--- src/rtl/bmp_upload_ctrl.sv ---
// BMP download sequencer: validates the header, buffers pixel bytes and writes them to SDRAM port1 over a toggle req/ack handshake.
// Optional macro BMP_VFLIP_EN stores rows top-down by remapping each pixel byte's destination address.
module bmp_upload_ctrl #(
  parameter int ADDR_W     = 24,
  parameter int FIFO_DEPTH = 8,
  parameter int DIM_W      = 12
) (
  input  logic              clk_sys,
  input  logic              reset,
  input  logic              ioctl_download,
  input  logic              ioctl_wr,
  input  logic [24:0]       ioctl_addr,
  input  logic [7:0]        ioctl_dout,
  output logic              port_req,
  input  logic              port_ack,
  output logic [ADDR_W-2:0] port_a,
  output logic [1:0]        port_ds,
  output logic [15:0]       port_d,
  output logic              port_we,
  output logic              bmp_loaded,
  output logic              bmp_error,
  output logic [DIM_W-1:0]  bmp_width,
  output logic [DIM_W-1:0]  bmp_height,
  output logic              busy
);
  localparam int PTR_W = $clog2(FIFO_DEPTH);

  typedef enum logic [2:0] {S_IDLE, S_HEADER, S_PIXELS, S_DRAIN, S_DONE, S_ERROR} state_t;
  typedef struct packed {
    logic [ADDR_W-1:0] addr;
    logic [7:0]        data;
  } entry_t;

  state_t             state_q, state_d;
  logic               dl_q, ack_q, req_q, we_q, loaded_q, error_q, busy_q, pend_q;
  logic [ADDR_W-2:0]  a_q;
  logic [1:0]         ds_q;
  logic [15:0]        d_q;
  logic [23:0]        offset_q;
  logic [DIM_W-1:0]   width_q, height_q;
  logic [24:0]        last_addr_q;
  entry_t             mem [FIFO_DEPTH];
  logic [PTR_W-1:0]   wr_ptr_q, rd_ptr_q;
  logic [PTR_W:0]     count_q;

  logic               dl_rise, dl_fall, ack_evt, fifo_empty, fifo_full;
  logic               push, pop, issue, flush, hdr_bad, at_offset, in_range, keep;
  logic [24:0]        rel_full;
  logic [ADDR_W-1:0]  rel, dest;
  logic [2*DIM_W-1:0] area;
  logic [2*DIM_W+1:0] limit;
  entry_t             head;

  assign dl_rise    = ioctl_download & ~dl_q;
  assign dl_fall    = ~ioctl_download & dl_q;
  assign ack_evt    = port_ack != ack_q;
  assign fifo_empty = count_q == '0;
  assign fifo_full  = count_q == (PTR_W+1)'(FIFO_DEPTH);
  assign head       = mem[rd_ptr_q];
  assign rel_full   = ioctl_addr - {1'b0, offset_q};
  assign rel        = rel_full[ADDR_W-1:0];
  assign area       = {{DIM_W{1'b0}}, width_q} * {{DIM_W{1'b0}}, height_q};
  assign limit      = {area, 2'b00};
  assign at_offset  = (ioctl_addr >= 25'd30) && (ioctl_addr == {1'b0, offset_q});
  assign in_range   = keep && (32'(rel) < 32'(limit));

`ifdef BMP_VFLIP_EN
  logic [DIM_W+1:0]   stride_q, col_q;
  logic [ADDR_W-1:0]  row_base_q;
  logic               flip_end_q;
  logic [2*DIM_W+1:0] rb_full;

  assign rb_full = {{(DIM_W+2){1'b0}}, height_q - 1'b1} * {{DIM_W{1'b0}}, width_q, 2'b00};
  assign dest    = row_base_q + ADDR_W'(col_q);
  assign keep    = ~flip_end_q;

  // Geometry is re-registered every HEADER cycle so row_base is settled long before the first pixel byte.
  always_ff @(posedge clk_sys or posedge reset) begin
    if (reset) begin
      stride_q   <= '0;
      col_q      <= '0;
      row_base_q <= '0;
      flip_end_q <= 1'b0;
    end else if (push) begin
      if (col_q == stride_q - 1'b1) begin
        col_q <= '0;
        if (row_base_q == '0) flip_end_q <= 1'b1;
        else                  row_base_q <= row_base_q - ADDR_W'(stride_q);
      end else begin
        col_q <= col_q + 1'b1;
      end
    end else if (state_q == S_HEADER) begin
      stride_q   <= {width_q, 2'b00};
      row_base_q <= ADDR_W'(rb_full);
      col_q      <= '0;
      flip_end_q <= 1'b0;
    end
  end
`else
  assign dest = rel;
  assign keep = 1'b1;
`endif

  always_comb begin
    hdr_bad = 1'b0;
    case (ioctl_addr)
      25'd0:   hdr_bad = ioctl_dout != 8'h42;
      25'd1:   hdr_bad = ioctl_dout != 8'h4D;
      25'd13:  hdr_bad = (ioctl_dout != 8'h00) || (offset_q < 24'd30);
      25'd28:  hdr_bad = ioctl_dout != 8'd32;
      default: hdr_bad = 1'b0;
    endcase
  end

  // NOTE: every output of this block gets a default first, so no path can leave a latch behind.
  always_comb begin
    state_d = state_q;
    push    = 1'b0;
    flush   = 1'b0;
    if (dl_rise) begin
      state_d = S_HEADER;
      flush   = 1'b1;
    end else begin
      case (state_q)
        S_HEADER:
          if (dl_fall)              state_d = S_ERROR;
          else if (ioctl_wr) begin
            if (hdr_bad)            state_d = S_ERROR;
            else if (at_offset) begin
              state_d = S_PIXELS;
              push    = in_range;
            end
          end
        S_PIXELS:
          if (dl_fall)              state_d = S_DRAIN;
          else if (ioctl_wr) begin
            if (ioctl_addr != last_addr_q + 25'd1) state_d = S_ERROR;
            else                                   push    = in_range;
          end
        S_DRAIN:
          if (fifo_empty && (req_q == port_ack)) state_d = S_DONE;
        default: ;
      endcase
    end
    if (push && fifo_full) begin
      push    = 1'b0;
      state_d = S_ERROR;
    end
    if (state_d == S_ERROR) flush = 1'b1;
  end

  // A request is only retired by the ack edge it caused; a flush forgets it so a late ack pops nothing.
  assign pop   = pend_q && ack_evt && (port_ack == req_q);
  assign issue = (state_q != S_ERROR) && !flush && !fifo_empty && !pend_q &&
                 (req_q == port_ack) && !ack_evt;

  // NOTE: the FIFO storage has no reset; count/pointers define validity, so only control state is cleared.
  always_ff @(posedge clk_sys) begin
    if (push) mem[wr_ptr_q] <= '{addr: dest, data: ioctl_dout};
  end

  // NOTE: sequential state uses non-blocking assignments so every register samples pre-edge values.
  always_ff @(posedge clk_sys or posedge reset) begin
    if (reset) begin
      state_q     <= S_IDLE;
      dl_q        <= 1'b0;
      ack_q       <= 1'b0;
      req_q       <= 1'b0;
      we_q        <= 1'b0;
      loaded_q    <= 1'b0;
      error_q     <= 1'b0;
      busy_q      <= 1'b0;
      pend_q      <= 1'b0;
      a_q         <= '0;
      ds_q        <= '0;
      d_q         <= '0;
      offset_q    <= '0;
      width_q     <= '0;
      height_q    <= '0;
      last_addr_q <= '0;
      wr_ptr_q    <= '0;
      rd_ptr_q    <= '0;
      count_q     <= '0;
    end else begin
      state_q <= state_d;
      dl_q    <= ioctl_download;
      ack_q   <= port_ack;
      busy_q  <= (state_d == S_HEADER) || (state_d == S_PIXELS) || (state_d == S_DRAIN);
      if (ioctl_wr) last_addr_q <= ioctl_addr;

      if (dl_rise) begin
        loaded_q <= 1'b0;
        error_q  <= 1'b0;
        offset_q <= '0;
      end else if (state_d == S_ERROR) begin
        error_q <= 1'b1;
      end
      if ((state_q == S_DRAIN) && (state_d == S_DONE)) begin
        loaded_q <= 1'b1;
        we_q     <= 1'b0;
      end

      if ((state_q == S_HEADER) && ioctl_wr && !dl_fall) begin
        case (ioctl_addr)
          25'd10:  offset_q[7:0]        <= ioctl_dout;
          25'd11:  offset_q[15:8]       <= ioctl_dout;
          25'd12:  offset_q[23:16]      <= ioctl_dout;
          25'd18:  width_q[7:0]         <= ioctl_dout;
          25'd19:  width_q[DIM_W-1:8]   <= ioctl_dout[DIM_W-9:0];
          25'd22:  height_q[7:0]        <= ioctl_dout;
          25'd23:  height_q[DIM_W-1:8]  <= ioctl_dout[DIM_W-9:0];
          default: ;
        endcase
      end

      if (flush) begin
        wr_ptr_q <= '0;
        rd_ptr_q <= '0;
        count_q  <= '0;
      end else begin
        if (push) wr_ptr_q <= wr_ptr_q + 1'b1;
        if (pop)  rd_ptr_q <= rd_ptr_q + 1'b1;
        count_q <= count_q + (PTR_W+1)'(push) - (PTR_W+1)'(pop);
      end

      if (flush)      pend_q <= 1'b0;
      else if (issue) pend_q <= 1'b1;
      else if (pop)   pend_q <= 1'b0;

      if (issue) begin
        req_q <= ~req_q;
        we_q  <= 1'b1;
        a_q   <= head.addr[ADDR_W-1:1];
        ds_q  <= {head.addr[0], ~head.addr[0]};
        d_q   <= {head.data, head.data};
      end
    end
  end

  assign port_req   = req_q;
  assign port_a     = a_q;
  assign port_ds    = ds_q;
  assign port_d     = d_q;
  assign port_we    = we_q;
  assign bmp_loaded = loaded_q;
  assign bmp_error  = error_q;
  assign bmp_width  = width_q;
  assign bmp_height = height_q;
  assign busy       = busy_q;
endmodule

--- config.mk ---
export PLATFORM = sky130hd
export DESIGN_NAME = bmp_upload_ctrl
export DESIGN_NICKNAME = d
export VERILOG_FILES = /design/src/rtl/bmp_upload_ctrl.sv
export SDC_FILE = /design/constraint.sdc
export NUM_CORES = 1
export LEC_CHECK = 0
export CAP_MARGIN = 20
export CORE_UTILIZATION = 51
export DETAILED_ROUTE_END_ITERATION = 12
export GPL_TIMING_DRIVEN = 0
export PLACE_DENSITY_LB_ADDON = 0.05
export SLEW_MARGIN = 20
export SYNTH_ARGS = -nofsm -noshare
export SYNTH_HDL_FRONTEND = slang
export SYNTH_SLANG_ARGS = --single-unit
--- constraint.sdc ---
create_clock -name clk_sys -period 9 [get_ports clk_sys]
set_clock_uncertainty 0.1 [all_clocks]
set_input_delay 2.7 -clock clk_sys [delete_from_list [all_inputs] [get_ports clk_sys]]
set_output_delay 2.7 -clock clk_sys [all_outputs]
set_load 0.1 [all_outputs]
== Word-level counts from Yosys, hierarchy flattened ==
Memories as Yosys holds them, arrays and structs flattened.
Cells that the tools add are included.

* Register bits after elaboration: 135
* Bits in writable memories: 256
* Bits of input ports: 38
* Output and inout port bits: 70
* Logic and storage cells: 145
* Memories kept: 1

* Add/sub/neg operators: 6
* Multipliers: 1
* Magnitude comparators: 3
* Equality and inequality tests: 28
* Muxes and demuxes: 45
* Bitwise operators: 6
* Reductions and logical operators: 34

{| class="wikitable"
|+ Memories
! name !! depth !! width !! read ports !! clocked after Yosys merged registers in !! wr ports !! RTL line !! source
|-
| mem || 8 || 32 || 1 || 0 || 1 || 42 || <nowiki>entry_t mem [FIFO_DEPTH];</nowiki>
|}

{| class="wikitable"
|+ Operators by type and width
! kind !! number
|-
| $eq A25 B5 Y1 const B || 5
|-
| $eq A25 B4 Y1 const B || 4
|-
| $mux W24 || 2
|-
| $mux W3 || 14
|-
| $lt A24 B26 Y1 || 1
|-
| $add A25 B1 Y25 const B || 1
|-
| $eq A25 B1 Y1 const B || 1
|-
| $eq A25 B24 Y1 || 1
|-
| $ge A25 B5 Y1 const B || 1
|-
| $logic_not A25 Y1 || 1
|-
| $ne A25 B25 Y1 || 1
|-
| $lt A24 B5 Y1 const B || 1
|-
| $mul A12 B12 Y24 || 1
|-
| $mux W8 || 3
|-
| $sub A24 B24 Y24 || 1
|-
| $mux W1 || 22
|-
| $ne A8 B7 Y1 const B || 2
|-
| $logic_and A1 B1 Y1 || 13
|-
| $eq A3 B2 Y1 const B || 4
|-
| $reduce_bool A2 Y1 || 5
|-
| $pmux W3 S3 || 1
|-
| $ne A8 B6 Y1 const B || 1
|-
| $reduce_and A2 Y1 || 4
|-
| $reduce_bool A8 Y1 || 1
|-
| other kinds (18) || 32
|}

== Depth between registers and ports, before layout ==
* Depth in word-level cells: 20
* Mapped depth: 39
* Mapped depth without buffers: 38

== Worst setup path before layout ==
No wires, ideal clock.

* Path type: flip-flop to flip-flop
* Start: register width_q[0], in the netlist bmp_width[0]
* End: memory mem[0][0] (netlist bit) (enable)
* Setup time: 461 ps
* Data arrival time: 9,582 ps
* Data required time: 8,439 ps
* Slack: -1,143 ps
* Stages on the path, launching flop included: 30
* Buffers on the path: 1
* Period minus slack after synthesis: 10,143 ps
* Path through: dfrtp_1 clkbuf_1 nand2_1 fa_1 fa_1 inv_1 fa_1 fa_1 inv_1 fa_1 inv_1 ha_1 a211o_1 o2111ai_1 a21boi_0 o21ai_0 nand2_1 a21oi_1 nor2b_1 o311ai_0 ha_1 a21o_1 a21oi_1 nor2b_1 o21ai_0 and4b_1 nor3_1 a2111oi_4 nand2b_1 nor3_1

* Word-level cells in the longest chain between the ends: 12
* Elaborated cells on any way between the ends: 15
* Classes of those cells: mul (1); order compare (1); mux (12); reduce/logical (1)

{| class="wikitable"
|+ Ends and longest elaborated chain
! element !! RTL line !! source
|-
| start: declaration || 40 || <nowiki>logic [DIM_W-1:0] width_q, height_q;</nowiki>
|-
| start signal: assignment || 208 || <nowiki>25'd18: width_q[7:0] <= ioctl_dout;</nowiki>
|-
| start signal: indexed assignment || 209 || <nowiki>25'd19: width_q[DIM_W-1:8] <= ioctl_dout[DIM_W-9:0];</nowiki>
|-
| $mul A12 B12 Y24 (*) || 62 || <nowiki>assign area = {{DIM_W{1'b0}}, width_q} * {{DIM_W{1'b0}}, height_q};</nowiki>
|-
| $lt A24 B26 Y1 (*) || 65 || <nowiki>assign in_range = keep && (32'(rel) < 32'(limit));</nowiki>
|-
| $mux W1 || 129 || <nowiki>else if (at_offset) begin</nowiki>
|-
| $mux W1 || 128 || <nowiki>if (hdr_bad) state_d = S_ERROR;</nowiki>
|-
| $mux W1 || 127 || <nowiki>else if (ioctl_wr) begin</nowiki>
|-
| $mux W1 || 126 || <nowiki>if (dl_fall) state_d = S_ERROR;</nowiki>
|-
| $pmux W1 S2 (*) || 124 || <nowiki>case (state_q)</nowiki>
|-
| $mux W1 (*) || 120 || <nowiki>if (dl_rise) begin</nowiki>
|-
| $logic_and A1 B1 Y1 || 145 || <nowiki>if (push && fifo_full) begin</nowiki>
|-
| $mux W1 (*) || 145 ||
|-
| $mux W1 (*) || 159 || <nowiki>if (push) mem[wr_ptr_q] <= '{addr: dest, data: ioctl_dout};</nowiki>
|-
| $mux W1 (not written as such) (*) || 159 ||
|-
| end: declaration || 42 ||
|}

Every way passes the cells marked *; elsewhere a longest branch is shown, timed or not.

== Final worst setup path ==
* Start: input ioctl_addr[2]
* End: register count_q[2]

* Word-level cells in the longest chain between the ends: 13
* Elaborated cells on any way between the ends: 37
* Classes of those cells: add/sub (3); order compare (2); eq/ne (6); mux (23); reduce/logical (3)

{| class="wikitable"
|+ Ends and longest elaborated chain
! element !! RTL line !! source
|-
| start: declaration || 12 || <nowiki>input logic [24:0] ioctl_addr,</nowiki>
|-
| $sub A24 B24 Y24 (*) || 60 || <nowiki>assign rel_full = ioctl_addr - {1'b0, offset_q};</nowiki>
|-
| net rel_full[18] || 48 || <nowiki>logic [24:0] rel_full;</nowiki>
|-
| $lt A24 B26 Y1 (*) || 65 ||
|-
| $mux W1 || 129 ||
|-
| $mux W1 || 128 ||
|-
| $mux W1 || 127 ||
|-
| $mux W1 || 126 ||
|-
| $pmux W1 S2 (*) || 124 ||
|-
| $mux W1 (*) || 120 ||
|-
| $logic_and A1 B1 Y1 || 145 ||
|-
| $mux W1 / $mux W3 (equally long branches) || 145 ||
|-
| $add A4 B1 Y4 / $eq A3 B3 Y1 (equally long branches) || 223, 149 ||
|-
| $sub A4 B1 Y4 / $mux W1 (equally long branches) || 223, 149 ||
|-
| $mux W4 (*) || 216 || <nowiki>if (flush) begin</nowiki>
|-
| end signal: assignment || 223 || <nowiki>count_q <= count_q + (PTR_W+1)'(push) - (PTR_W+1)'(pop);</nowiki>
|-
| end: declaration || 44 || <nowiki>logic [PTR_W:0] count_q;</nowiki>
|}

Mark *: on every way through the listed nets, which the timed path passes. The rest lies on a longest branch.
A chain may end at the register's enable or synchronous reset.

==> impl_metrics.env <==
export IMPL_grt_pass1_wl_um=86240
export IMPL_fp_row_count=76
export IMPL_drive_gt1_share_pct=17.46
export IMPL_yosysWarnings=0
export IMPL_h_tree_depth=2
export IMPL_cts_inserted_buffers=44
export IMPL_synth_xor_area_share_pct=2.783
export IMPL_synth_cell_types=80
export IMPL_num_vias=14676
export IMPL_ys_seq_area_share_pct=47.96
export IMPL_top_layer="met4"
export IMPL_drtAntennaViolNets=0
export IMPL_gp_congestion=0.8614
export IMPL_drtIter0Drc=891
export IMPL_core_um2=43460
export IMPL_outcome="finished, final reports clean"
export IMPL_grt_max_degree=88
export IMPL_synth_top_family_by_area="adder cells"
export IMPL_wl_per_cell_um=21.97
export IMPL_clk_transition_reported_paths_ns=0.05
export IMPL_postRouteWirelength_um=56660
export IMPL_slew_headroom_pct=22.07
export IMPL_dp_final_hpwl_um=41160
export IMPL_cp_start_kind="input port"
export IMPL_clockRootBuffer="clkbuf_16"
export IMPL_synth_compound_area_share_pct=6.213
export IMPL_ys_flop_type="edfxtp_1"
export IMPL_fmax_ghz=0.1149
export IMPL_cts_tree="done"
export IMPL_netlist_instances=1774
export IMPL_placed_area_um2=24840
export IMPL_critical_path_required_ns=9.37
export IMPL_port_buffer_count=106
export IMPL_maxSlewViolCount=0
export IMPL_wl_met1_um=24640
export IMPL_synth_top_area_share_pct=33.93
export IMPL_ys_ff_latch=383
export IMPL_clock_latency_ns=0.58
export IMPL_fin_area_um2=26680
export IMPL_grt_overflow=0
export IMPL_async_reset_ff_share_pct=33.16
export IMPL_crit_fanout=9
export IMPL_max_vdd_ir_drop_uv=228.5
export IMPL_arrival_ns=9.07
export IMPL_min_period_ns=8.701
export IMPL_syn2layout_area_growth_pct=17.74
export IMPL_end_kind="flip-flop"
export IMPL_muxShareOfSynthArea_pct=12.67
export IMPL_cts_sink_count=383
export IMPL_fp_dieH_um=212.8
export IMPL_synth_edf_count=256
export IMPL_syn_num_nets=2029
export IMPL_cts_hold_buf=0
export IMPL_synth_area_leaders="edfxtp_1 (34%), dfrtp_1 (14%), fa_1 (9.0%)"
export IMPL_path_class="in -> reg"
export IMPL_hold_path_class="reg -> reg"
export IMPL_finalSetupViolCount=0
export IMPL_maxCapViolCount=0
export IMPL_initial_utilization_pct=52.13
export IMPL_wl_met3_um=2682
export IMPL_synthAdderAreaFrac_pct=15.36
export IMPL_synthesis_area_um2=22660
export IMPL_antenna_found_initial=0
export IMPL_met2_length_um=27810
export IMPL_grt_use_total_pct=25.82
export IMPL_dieArea_um2=45270
export IMPL_die_w_um=212.8
export IMPL_total_power_mw=5.441
export IMPL_hold_viol=0
export IMPL_avgSynthCellArea_um2=12.77
export IMPL_num_io_pins=108
export IMPL_synth_top_cell_by_area="edfxtp_1"
export IMPL_yosys_area_share_simple_pct=10.36
export IMPL_drc=0
export IMPL_grt_pass1_vias=14894
export IMPL_first_pass_iters=5
export IMPL_viasPerCell=5.691
export IMPL_tightest_slew_ns=1.165
export IMPL_final_nets=2212
export IMPL_powerDensity_nw_per_um2=204.0
export IMPL_fin_crit_sh_pct=96.68
export IMPL_leakagePower_nw=10.55
export IMPL_cts_buffer_depth=3
export IMPL_hold_ws_ns=0.3788
## power by group
| group | internal, mW | switching (mW) |
|---|---|---|
| clock network | 1.05 | 0.735 |
| logic | 0.484 | 1.09 |
| registers | 2.01 | 0.0820 |
| total | 3.54 | 1.90 |
## registers in the layout (all words and copies together), names as in the netlist
register / flops
ack_q: 1
port_ds: 2
count_q: 4
dl_q: 1
mem: 256
port_d: 8
bmp_loaded: 1
bmp_height: 12
state_q: 3
port_we: 1
bmp_width: 12
busy: 1
pend_q: 1
bmp_error: 1
wr_ptr_q: 3
offset_q: 24
port_req: 1
port_a: 23
last_addr_q: 25
rd_ptr_q: 3
## kinds of logic after synthesis
| kind of cell | count (synthesis) |
|---|---|
| muxes | 183 |
| adders and majority gates | 217 |
| DFF | 383 |
| buffers and inverters | 264 |
| AOI/OAI and AO/OA | 206 |
| xor gates and xnor gates | 72 |
| and+or+nand+nor | 449 |
## layout make-up
class	instances	area (um^2)
Tap cell	585	732.0
Clock buffer	61	1226
Clock inverter	21	226.5
Inverter	184	698.2
Multi-Input combinational cell	1127	10890
Buffer	78	389.1
Sequential cell	383	10870
Fill cell	3423	16780
Antenna cell	1	2.502
Timing Repair Buffer	139	1642
## synth_stat cells (8+ instances only)
library cell    n
a21o_1         16
xor2_1         22
nor4_1         24
inv_1         184
xnor2_1        50
nor3_1         24
nor2b_1        16
o21bai_1        8
mux4_2         64
clkbuf_1       59
nand3_1        19
ha_1          115
or4_1           9
dfrtp_1       127
mux2_2         82
nand2_1       163
o21ai_0        40
edfxtp_1      256
o31ai_1        23
nand4_1        21
nor2_1         51
nand2b_1       14
fa_1          102
mux2_4         27
a21oi_1        49
and2_1         67
mux2i_1        10
buf_4           8
## routing by layer
metal  GRT usage (%)  vias up
li1                -     6722
met3           3.898       89
met4           8.311        0
met1           34.85     7493
met2           42.99      372
met5               0        -
## worst paths after layout
check / startpoint / end / slack [ns] / depth (start not counted)
max reg2reg: bmp_width[5] / count_q[2] / 0.44 / 33
min reg2reg: bmp_loaded / bmp_loaded / 0.38 / 1
min: bmp_loaded / bmp_loaded / 0.38 / 1
max: ioctl_addr[2] / count_q[2] / 0.30 / 27
max in group asynchronous: reset / bmp_height[8] / 5.55 / 3
min in group asynchronous: reset / port_a[5] / 2.41 / 2
## layout by cell type, fill, tap and decap left out, types with 23 or more instances in the layout
master | synthesis | final
clkbuf_16 | 0 | 45
nor2_1 | 51 | 45
dfrtp_1 | 127 | 125
mux2_2 | 82 | 82
clkdlybuf4s50_1 | 0 | 105
mux4_2 | 64 | 64
ha_1 | 115 | 115
clkbuf_1 | 59 | 52
nor4_1 | 24 | 24
nand2_1 | 163 | 162
mux2_4 | 27 | 27
a21oi_1 | 49 | 48
edfxtp_1 | 256 | 256
and2_1 | 67 | 67
xnor2_1 | 50 | 45
fa_1 | 102 | 102
o21ai_0 | 40 | 40
o31ai_1 | 23 | 23
inv_1 | 184 | 182
## repair_timing
action | 4_1_cts | 5_1_grt
gates resized for setup | 9 | 55
buffers inserted | 16 | 3
pin swaps | 10 | 2
setup endpoints to repair | 297 | 298
## through the flow
stage               setup slack (ns)  instances  util (%)  TNS [ns]
floorplan                    -0.2899       1774         -    -64.61
global placement              -3.073       2465     56.28   -788.04
detailed placement            -1.410       2478     57.16   -337.27
CTS                         0.002227       2576     61.11         0
global route                -0.01408       2578     61.38  -0.01408
finish                        0.2985       2579     61.38         0
## critical path: stages
cell	delay [ns]
clkdlybuf4s50_1	0.54
ha_1	0.42
nor2b_1	0.16
o21ai_0	0.21
a21boi_1	0.19
or4_1	0.47
a221o_1	0.36
a21o_1	0.21
o211a_1	0.26
o31a_1	0.30
a21oi_2	0.53
ha_1	0.35
nand2_1	0.06
nor2_1	0.06
nand4_1	0.09
nor2_1	0.05
o21ai_0	0.08
and4b_2	0.29
nor3_2	0.08
a2111oi_4	0.39
inv_1	0.08
ha_1	0.28
inv_1	0.04
ha_1	0.19
fa_1	0.39
xnor2_1	0.14
nor4_1	0.16
(Power assumes the default switching activity.)
